[config.mk]
export PLATFORM = sky130hd
export DESIGN_NAME = roubus_wr_arb_flat
export DESIGN_NICKNAME = d
export VERILOG_FILES = /design/src/rtl/roubus_wr_arb_if.sv /design/src/rtl/roubus_wr_arb.sv /design/src/flat_wrapper.sv
export SDC_FILE = /design/constraint.sdc
export NUM_CORES = 1
export LEC_CHECK = 0
export BUFFER_PORTS_ARGS = -buffer_cell sky130_fd_sc_hd__buf_4
export CAP_MARGIN = 20
export CELL_PAD_IN_SITES_DETAIL_PLACEMENT = 0
export CELL_PAD_IN_SITES_GLOBAL_PLACEMENT = 1
export CORE_ASPECT_RATIO = 1.75
export CORE_MARGIN = 1
export CORE_UTILIZATION = 24
export CTS_BUF_LIST = sky130_fd_sc_hd__clkbuf_8
export DETAILED_ROUTE_END_ITERATION = 7
export HOLD_SLACK_MARGIN = 0.06
export PLACE_DENSITY_LB_ADDON = 0.1
export SLEW_MARGIN = 40
export SYNTH_ARGS = -nofsm -noshare
export SYNTH_HDL_FRONTEND = slang
export SYNTH_SLANG_ARGS = --single-unit
[constraint.sdc]
create_clock -name clk -period 3.78 [get_ports clk]
set_clock_uncertainty 0.05 [all_clocks]
set_input_delay 0.567 -clock clk [delete_from_list [all_inputs] [get_ports clk]]
set_output_delay 0.567 -clock clk [all_outputs]
set_load 0.03 [all_outputs]
[src/rtl/roubus_wr_arb_if.sv]
`default_nettype none
// +----------------------------------------------------------------------+
// | roubus_wr_arb_if : requester/FIFO-write bundle of the roubus arbiter |
// | Rev 1.0                                                              |
// +----------------------------------------------------------------------+
interface roubus_wr_arb_if #(
  parameter int WID = 32
);
  logic [3:0]       req;
  logic [4*WID-1:0] data;
  logic [3:0]       last;
  logic [3:0]       ack;
  logic             writex;
  logic             wfull;
  logic [WID+1:0]   wdata;
  logic             busy;
  logic [1:0]       gnt_id;
  logic             burst_cut;

  modport master (
    output req, data, last, wfull,
    input  ack, writex, wdata, busy, gnt_id, burst_cut
  );

  modport slave (
    input  req, data, last, wfull,
    output ack, writex, wdata, busy, gnt_id, burst_cut
  );
endinterface
`default_nettype wire

[src/rtl/roubus_wr_arb.sv]
`default_nettype none
// +----------------------------------------------------------------------+
// | roubus_wr_arb : 4-way round-robin burst arbiter for the FIFO write   |
// | port; tags each word with its 2-bit source id.  Rev 1.0              |
// +----------------------------------------------------------------------+
module roubus_wr_arb #(
  parameter int WID      = 32,
  parameter int MAXBURST = 16
) (
  input  wire logic       clk,
  input  wire logic       rst_n,
  roubus_wr_arb_if.slave  bus
);

  localparam int         c_cnt_w = (MAXBURST > 1) ? $clog2(MAXBURST) : 1;
  localparam logic [0:0] c_idle  = 1'b0;
  localparam logic [0:0] c_burst = 1'b1;

  logic [0:0]         r_state;
  logic [1:0]         r_rr_ptr;
  logic [1:0]         r_gnt_id;
  logic [c_cnt_w-1:0] r_cnt;
  logic               r_burst_cut;

  logic [WID-1:0]     w_slice [4];
  logic [1:0]         w_choice;
  logic [1:0]         w_idx;
  logic               w_found;
  logic               w_writex;

  for (genvar gi = 0; gi < 4; gi++) begin : g_slice
    assign w_slice[gi] = bus.data[gi*WID +: WID];
  end

  // First requesting bit at or after the round-robin pointer, wrapping mod 4.
  always_comb begin
    w_choice = r_rr_ptr;
    w_found  = 1'b0;
    w_idx    = r_rr_ptr;
    for (int k = 0; k < 4; k++) begin
      w_idx = r_rr_ptr + 2'(k);
      if (!w_found && bus.req[w_idx]) begin
        w_choice = w_idx;
        w_found  = 1'b1;
      end
    end
  end

  assign w_writex      = (r_state == c_burst) && bus.req[r_gnt_id] && !bus.wfull;
  assign bus.writex    = w_writex;
  assign bus.ack       = w_writex ? (4'b0001 << r_gnt_id) : 4'b0000;
  assign bus.wdata     = {r_gnt_id, w_slice[r_gnt_id]};
  assign bus.busy      = (r_state == c_burst);
  assign bus.gnt_id    = r_gnt_id;
  assign bus.burst_cut = r_burst_cut;

  always_ff @(posedge clk or negedge rst_n) begin
    if (!rst_n) begin
      r_state     <= c_idle;
      r_rr_ptr    <= 2'd0;
      r_gnt_id    <= 2'd0;
      r_cnt       <= '0;
      r_burst_cut <= 1'b0;
    end else begin
      r_burst_cut <= 1'b0;
      case (r_state)
        c_idle: begin
          if (w_found) begin
            r_gnt_id <= w_choice;
            r_cnt    <= '0;
            r_state  <= c_burst;
          end
        end
        default: begin
          if (w_writex) begin
            r_cnt <= r_cnt + 1'b1;
            // A genuine last takes precedence over the forced release.
            if (bus.last[r_gnt_id]) begin
              r_state  <= c_idle;
              r_rr_ptr <= r_gnt_id + 2'd1;
            end else if (r_cnt == c_cnt_w'(MAXBURST - 1)) begin
              r_state     <= c_idle;
              r_rr_ptr    <= r_gnt_id + 2'd1;
              r_burst_cut <= 1'b1;
            end
          end
        end
      endcase
    end
  end

endmodule
`default_nettype wire

[src/flat_wrapper.sv]
// flat-port wrapper written by rule: the top's interface ports become plain ports
module roubus_wr_arb_flat 
#(
  parameter int WID      = 32,
  parameter int MAXBURST = 16
)
  (clk, rst_n, bus_req, bus_data, bus_last, bus_wfull, bus_ack, bus_writex, bus_wdata, bus_busy, bus_gnt_id, bus_burst_cut);
  roubus_wr_arb_if #(.WID(WID)) bus_i ();
  input  wire logic clk;
  input  wire logic rst_n;
  input wire logic [$bits(bus_i.req)-1:0] bus_req;
  input wire logic [$bits(bus_i.data)-1:0] bus_data;
  input wire logic [$bits(bus_i.last)-1:0] bus_last;
  input wire logic [$bits(bus_i.wfull)-1:0] bus_wfull;
  output wire logic [$bits(bus_i.ack)-1:0] bus_ack;
  output wire logic [$bits(bus_i.writex)-1:0] bus_writex;
  output wire logic [$bits(bus_i.wdata)-1:0] bus_wdata;
  output wire logic [$bits(bus_i.busy)-1:0] bus_busy;
  output wire logic [$bits(bus_i.gnt_id)-1:0] bus_gnt_id;
  output wire logic [$bits(bus_i.burst_cut)-1:0] bus_burst_cut;
  assign bus_i.req = bus_req;
  assign bus_i.data = bus_data;
  assign bus_i.last = bus_last;
  assign bus_i.wfull = bus_wfull;
  assign bus_ack = bus_i.ack;
  assign bus_writex = bus_i.writex;
  assign bus_wdata = bus_i.wdata;
  assign bus_busy = bus_i.busy;
  assign bus_gnt_id = bus_i.gnt_id;
  assign bus_burst_cut = bus_i.burst_cut;
  roubus_wr_arb #(.WID(WID), .MAXBURST(MAXBURST)) u_core (.clk(clk), .rst_n(rst_n), .bus(bus_i));
endmodule
== Word-level counts from Yosys, hierarchy flattened ==
Cells that the tools add are included.

* Shifts and indexed selects: 1
* Eq/ne operators: 2
* Magnitude comparators: 6
* Reduce and logical (&&, ||, !) cells: 14
* Add/subtract/negate cells: 5
* Bitwise gates (word level): 2
* Multiplexer cells: 37

{| class="wikitable"
|+ Operator list
! operator !! number
|-
| 32-bit binary-select mux with 2-bit select || 1
|-
| 32-bit two-way mux || 2
|-
| 1-bit two-way mux || 19
|-
| 4-bit two-way mux || 4
|-
| 2-bit by 3-bit < comparator with 1-bit output (second input constant) || 5
|-
| 1-bit binary-select mux with 2-bit select || 6
|-
| 2-bit two-way mux || 5
|-
| 1-bit logical AND || 5
|-
| 2-bit by 1-bit adder with 2-bit output (second input constant) || 2
|-
| 2-bit adder (second input constant) || 2
|-
| 4-bit by 1-bit adder with 4-bit output (second input constant) || 1
|-
| 4-bit == test (second input constant) || 1
|-
| 1-bit logical NOT || 4
|-
| 2-bit AND reduction || 2
|-
| 2-bit nonzero test || 2
|-
| 1-bit by 2-bit << shifter with 4-bit output (first input constant) || 1
|-
| 3-bit >= comparator (second input constant) || 1
|-
| 2-bit NOT with 3-bit output || 1
|-
| 3-bit AND reduction || 1
|-
| 2-bit inequality test (second input constant) || 1
|-
| 1-bit NOT || 1
|}

* Output and inout bits: 43
* Input bits: 139
* Register bits after elaboration: 10
* Word-level logic and storage cells: 72

== Depth between registers and ports, before layout ==
* Word-level depth: 14
* Depth in mapped cells: 5
* Gate-level depth less buffers: 4

== Least setup slack after synthesis ==
Ideal clock, no wire load.

* Path kind: reg-to-output
* From: reg u_core.r_gnt_id[0], in the netlist u_core.bus.gnt_id[0]
* To: out bus_wdata[0]
* Cell stages (with the launch flop): 4
* Path slack: 1474 ps
* Arrival time: 1689 ps
* Cells stage by stage: dfrtp_1 > buf_6 > buf_2 > mux4_2

* Word-level cells in the longest chain between the ends: 4

{| class="wikitable"
|+ Ends and longest elaborated chain
! element !! RTL line !! source
|-
| start, declared || roubus_wr_arb.sv:21 || <nowiki>logic [1:0] r_gnt_id;</nowiki>
|-
| start signal, assigned || roubus_wr_arb.sv:69 || <nowiki>r_gnt_id <= w_choice;</nowiki>
|-
| 2-bit NOT with 3-bit output (implied by the code) || roubus_wr_arb.sv:52 || <nowiki>assign bus.wdata = {r_gnt_id, w_slice[r_gnt_id]};</nowiki>
|-
| 32-bit binary-select mux with 2-bit select || roubus_wr_arb.sv:52 ||
|-
| 32-bit two-way mux (implied by the code) (2 in series) || roubus_wr_arb.sv:52 ||
|-
| end, declared || flat_wrapper.sv:17 || <nowiki>output wire logic [$bits(bus_i.wdata)-1:0] bus_wdata;</nowiki>
|}

Every way passes these cells. The select of a mux whose other input is x is not followed.

== Worst setup path in the final report ==
* From: reg u_core.r_gnt_id[0], in the netlist u_core.bus.gnt_id[0]
* To: out bus_writex

* Word-level cells in the longest chain between the ends: 4

{| class="wikitable"
|+ Ends and longest elaborated chain
! element !! RTL line !! source
|-
| 1-bit binary-select mux with 2-bit select || roubus_wr_arb.sv:49 || <nowiki>assign w_writex = (r_state == c_burst) && bus.req[r_gnt_id] && !bus.wfull;</nowiki>
|-
| 1-bit two-way mux (implied by the code) || roubus_wr_arb.sv:49 ||
|-
| 1-bit logical AND (2 in series) || roubus_wr_arb.sv:49 ||
|-
| end, declared || flat_wrapper.sv:16 || <nowiki>output wire logic [$bits(bus_i.writex)-1:0] bus_writex;</nowiki>
|}

Every way passes these cells. The select of a mux whose other input is x is not followed.

==> out/qor.yml <==
status:
  status: "finished clean"
sta:
  max_freq_mhz: 388.2
  period_share: 0.6814
  worst_pin_slew_ns: 0.7201
  min_period_ns: 2.576
  rsz0062_at_grt: "no"
  hold_viol_final: 0
  setup_viol: 0
  drv_slew: 0
  relSlewSlack: 0.5159
  tns_ns: 0
floorplanning:
  num_rows: 37
  die-area_sq_mm: 0.006332
  io-pin-count: 182
  die_y_um: 104.5
  coreArea_sq_mm: 0.005833
  start_util: 0.2471
  fp.dieW_um: 60.58
layout:
  final_nets: 429
  fillers: 588
  final_common_cell: "buf_4"
  diodes: 0
  drive_above_1_share: 0.7887
  final_cell_mix: "184 x buf_4, 34 x mux4_2, 9 x dfrtp_1"
  fin_util: 0.4991
  area_growth_pct: 102.0
  stdcell_area_sq_mm: 0.002912
power_and_ir_drop:
  ir_drop_uv: 606.7
  power_density_mw_per_mm2: 683.3
  swShare: 0.5096
  leakagePower_nw: 1.452
  pwr-share-comb: 0.848
  p_sw_mw: 1.014
  p_clk_frac: 0.055
  intPower_mw: 0.9755
  p_seq_frac: 0.097
grt:
  grt-ovfl-total: 0
  grt_max_degree: 40
  grtUsageMet2: 0.3760
  grt_pass1_wl_um: 9756
  grt.total_usage: 0.2126
  grt_use_met1: 0.2198
  grt_pass1_vias: 1825
  gr-usage-met3: 0.06716
  antenna_found_initial: 0
  top_usage_layer: "met2"
cts:
  clockRootBuffer: "clkbuf_8"
  htree_levels: 1
  cts_max_path_buffers: 2
  cts_sinks: 10
  cts.clk_slew.worst_paths_ns: 0.05
  cts_buffers: 3
  insertion_delay_ns: 0.24
  post-cts-setup-buffers: 0
  holdBufCountCts: 0
  ctsResizeCount: 0
  cts_tree: "done"
critical_path:
  crit_type: "reg -> out"
  cp.required_ns: 3.16
  endpoint_kind: "primary output"
  crit_fanout: 17
  crit_path_start_kind: "flop"
  arrival_ns: 1.96
  ff2ff_path_depth: 4
  rrSetupSlack_ns: 1.71
synthesis:
  synth_simple_gate_area_frac: 0.08420
  syn_inst: 107
  yosys.area.top_type_share: 0.5313
  synth_xor_area_frac: 0
  synth.cell_area_sq_mm: 0.001441
  synth_fa_ha_area_frac: 0.04340
  synthMuxAreaShare: 0.5677
  synthesis.nets: 251
  synth_warnings: 0
  synth_top_family_by_area: "multiplexers"
  synth_compound_area_frac: 0.07813
  synth.avg_cell_area_sq_um: 13.47
  ys_types: 30
  yosysSeqAreaShare: 0.1736
  ys_seq_elements: 10
  synth_area_leader_cell: "mux4_2"
  synthTopCellsByArea: "mux4_2 53%, dfrtp_1 17%, ha_1 4.3%"
placement:
  post_dp_cell_area_sq_mm: 0.002867
  dp_hpwl_um: 6020
  io_buffers: 181
  finalWeightedCongestion: 0.7900
route:
  vias: 1777
  drtIter0Drc: 76
  route.detailed.drc: 0
  viasPerCell: 4.909
  wl_per_cell_um: 19.35
  antenna_left: 0
  totalWireLength_um: 7003
  first_pass_iters: 6
run:
  cap_viol_max_count: 0
min_path:
  min_path_type: "in -> async"
worst max-delay path: stages, from the launching register on:
cell and delay [ns]:
dfrtp_2 0.35, buf_4 0.31, mux4_2 0.66, nand2_1 0.17
inv_1 0.07, buf_4 0.17
sequential cells by signal (all words and copies together) (netlist names):
signal	cells
u_core.bus.burst_cut	1
u_core.bus.busy	1
u_core.bus.gnt_id	2
u_core.r_cnt	4
u_core.r_rr_ptr	2
power by group through the flow:
stage / Clock [mW] / Sequential, mW / Combinational [mW]
after global routing: 0.119 / 0.197 / 1.79
after CTS: 0.113 / 0.193 / 1.71
after detailed placement: 0 / 0.194 / 1.70
after floorplan: 0 / 0.212 / 1.08
after global placement: 0 / 0.194 / 1.70
final: 0.110 / 0.193 / 1.69
layer usage:
metal  routed length, um  up-vias  share of wire
li1                    -      807              -
met1                2185      845           0.31
met2                3690      106           0.53
met3                 875       19           0.12
met4                 252        0          0.036
met5                   0        -              0
metrics by stage:
stage	instances	hold slack (ns)	setup slack, ns	power (mW)
floorplan	107	0.2214	1.474	1.291
global placement	358	0.3552	1.414	1.894
detailed placement	358	0.3552	1.422	1.897
CTS	362	0.1042	1.172	2.014
global route	362	0.1041	1.053	2.104
finish	362	0.1006	1.204	1.989
logic make-up after synthesis:
family / count (synthesis)
adder cells (fa/ha/maj): 5
AO/OA/AOI/OAI: 17
AND/OR/NAND/NOR: 21
flip-flops: 10
multiplexers: 39
buffers and inverters: 15
area by class of cell:
| cell class | instances | area, sq um | area share |
|---|---|---|---|
| Timing Repair Buffer | 184 | 1381 | 0.4744 |
| Multi-Input combinational cell | 82 | 1121 | 0.3850 |
| Sequential cell | 10 | 251.5 | 0.08638 |
| Tap cell | 78 | 97.59 | 0.03352 |
| Clock buffer | 3 | 41.29 | 0.01418 |
| Inverter | 4 | 15.01 | 0.005157 |
| Clock inverter | 1 | 3.754 | 0.001289 |
final timing paths:
| path | startpoint | to |
|---|---|---|
| min in group clk | u_core.r_cnt[3] | u_core.r_cnt[3] |
| hold reg to reg | u_core.r_cnt[3] | u_core.r_cnt[3] |
| setup reg to reg | u_core.bus.gnt_id[0] | u_core.r_rr_ptr[1] |
| setup / recovery | u_core.bus.gnt_id[0] | bus_writex |
| max in group asynchronous | rst_n | u_core.bus.gnt_id[0] |
| hold / removal | rst_n | u_core.r_rr_ptr[1] |
cell usage after synthesis (all sizes together):
library cell	count
nor3b	1
nor4	1
o21bai	2
nor3	1
a31oi	1
a21oi	2
buf	8
or4	1
a211o	1
a21boi	2
nand2	1
dfrtp	10
nor2	2
clkbuf	3
nor2b	4
o211ai	1
a41o	1
nand2b	1
ha	5
mux2i	3
nand3	3
mux4	34
and3	6
o21ai	7
mux2	2
inv	4
(Power assumes the default switching activity.)
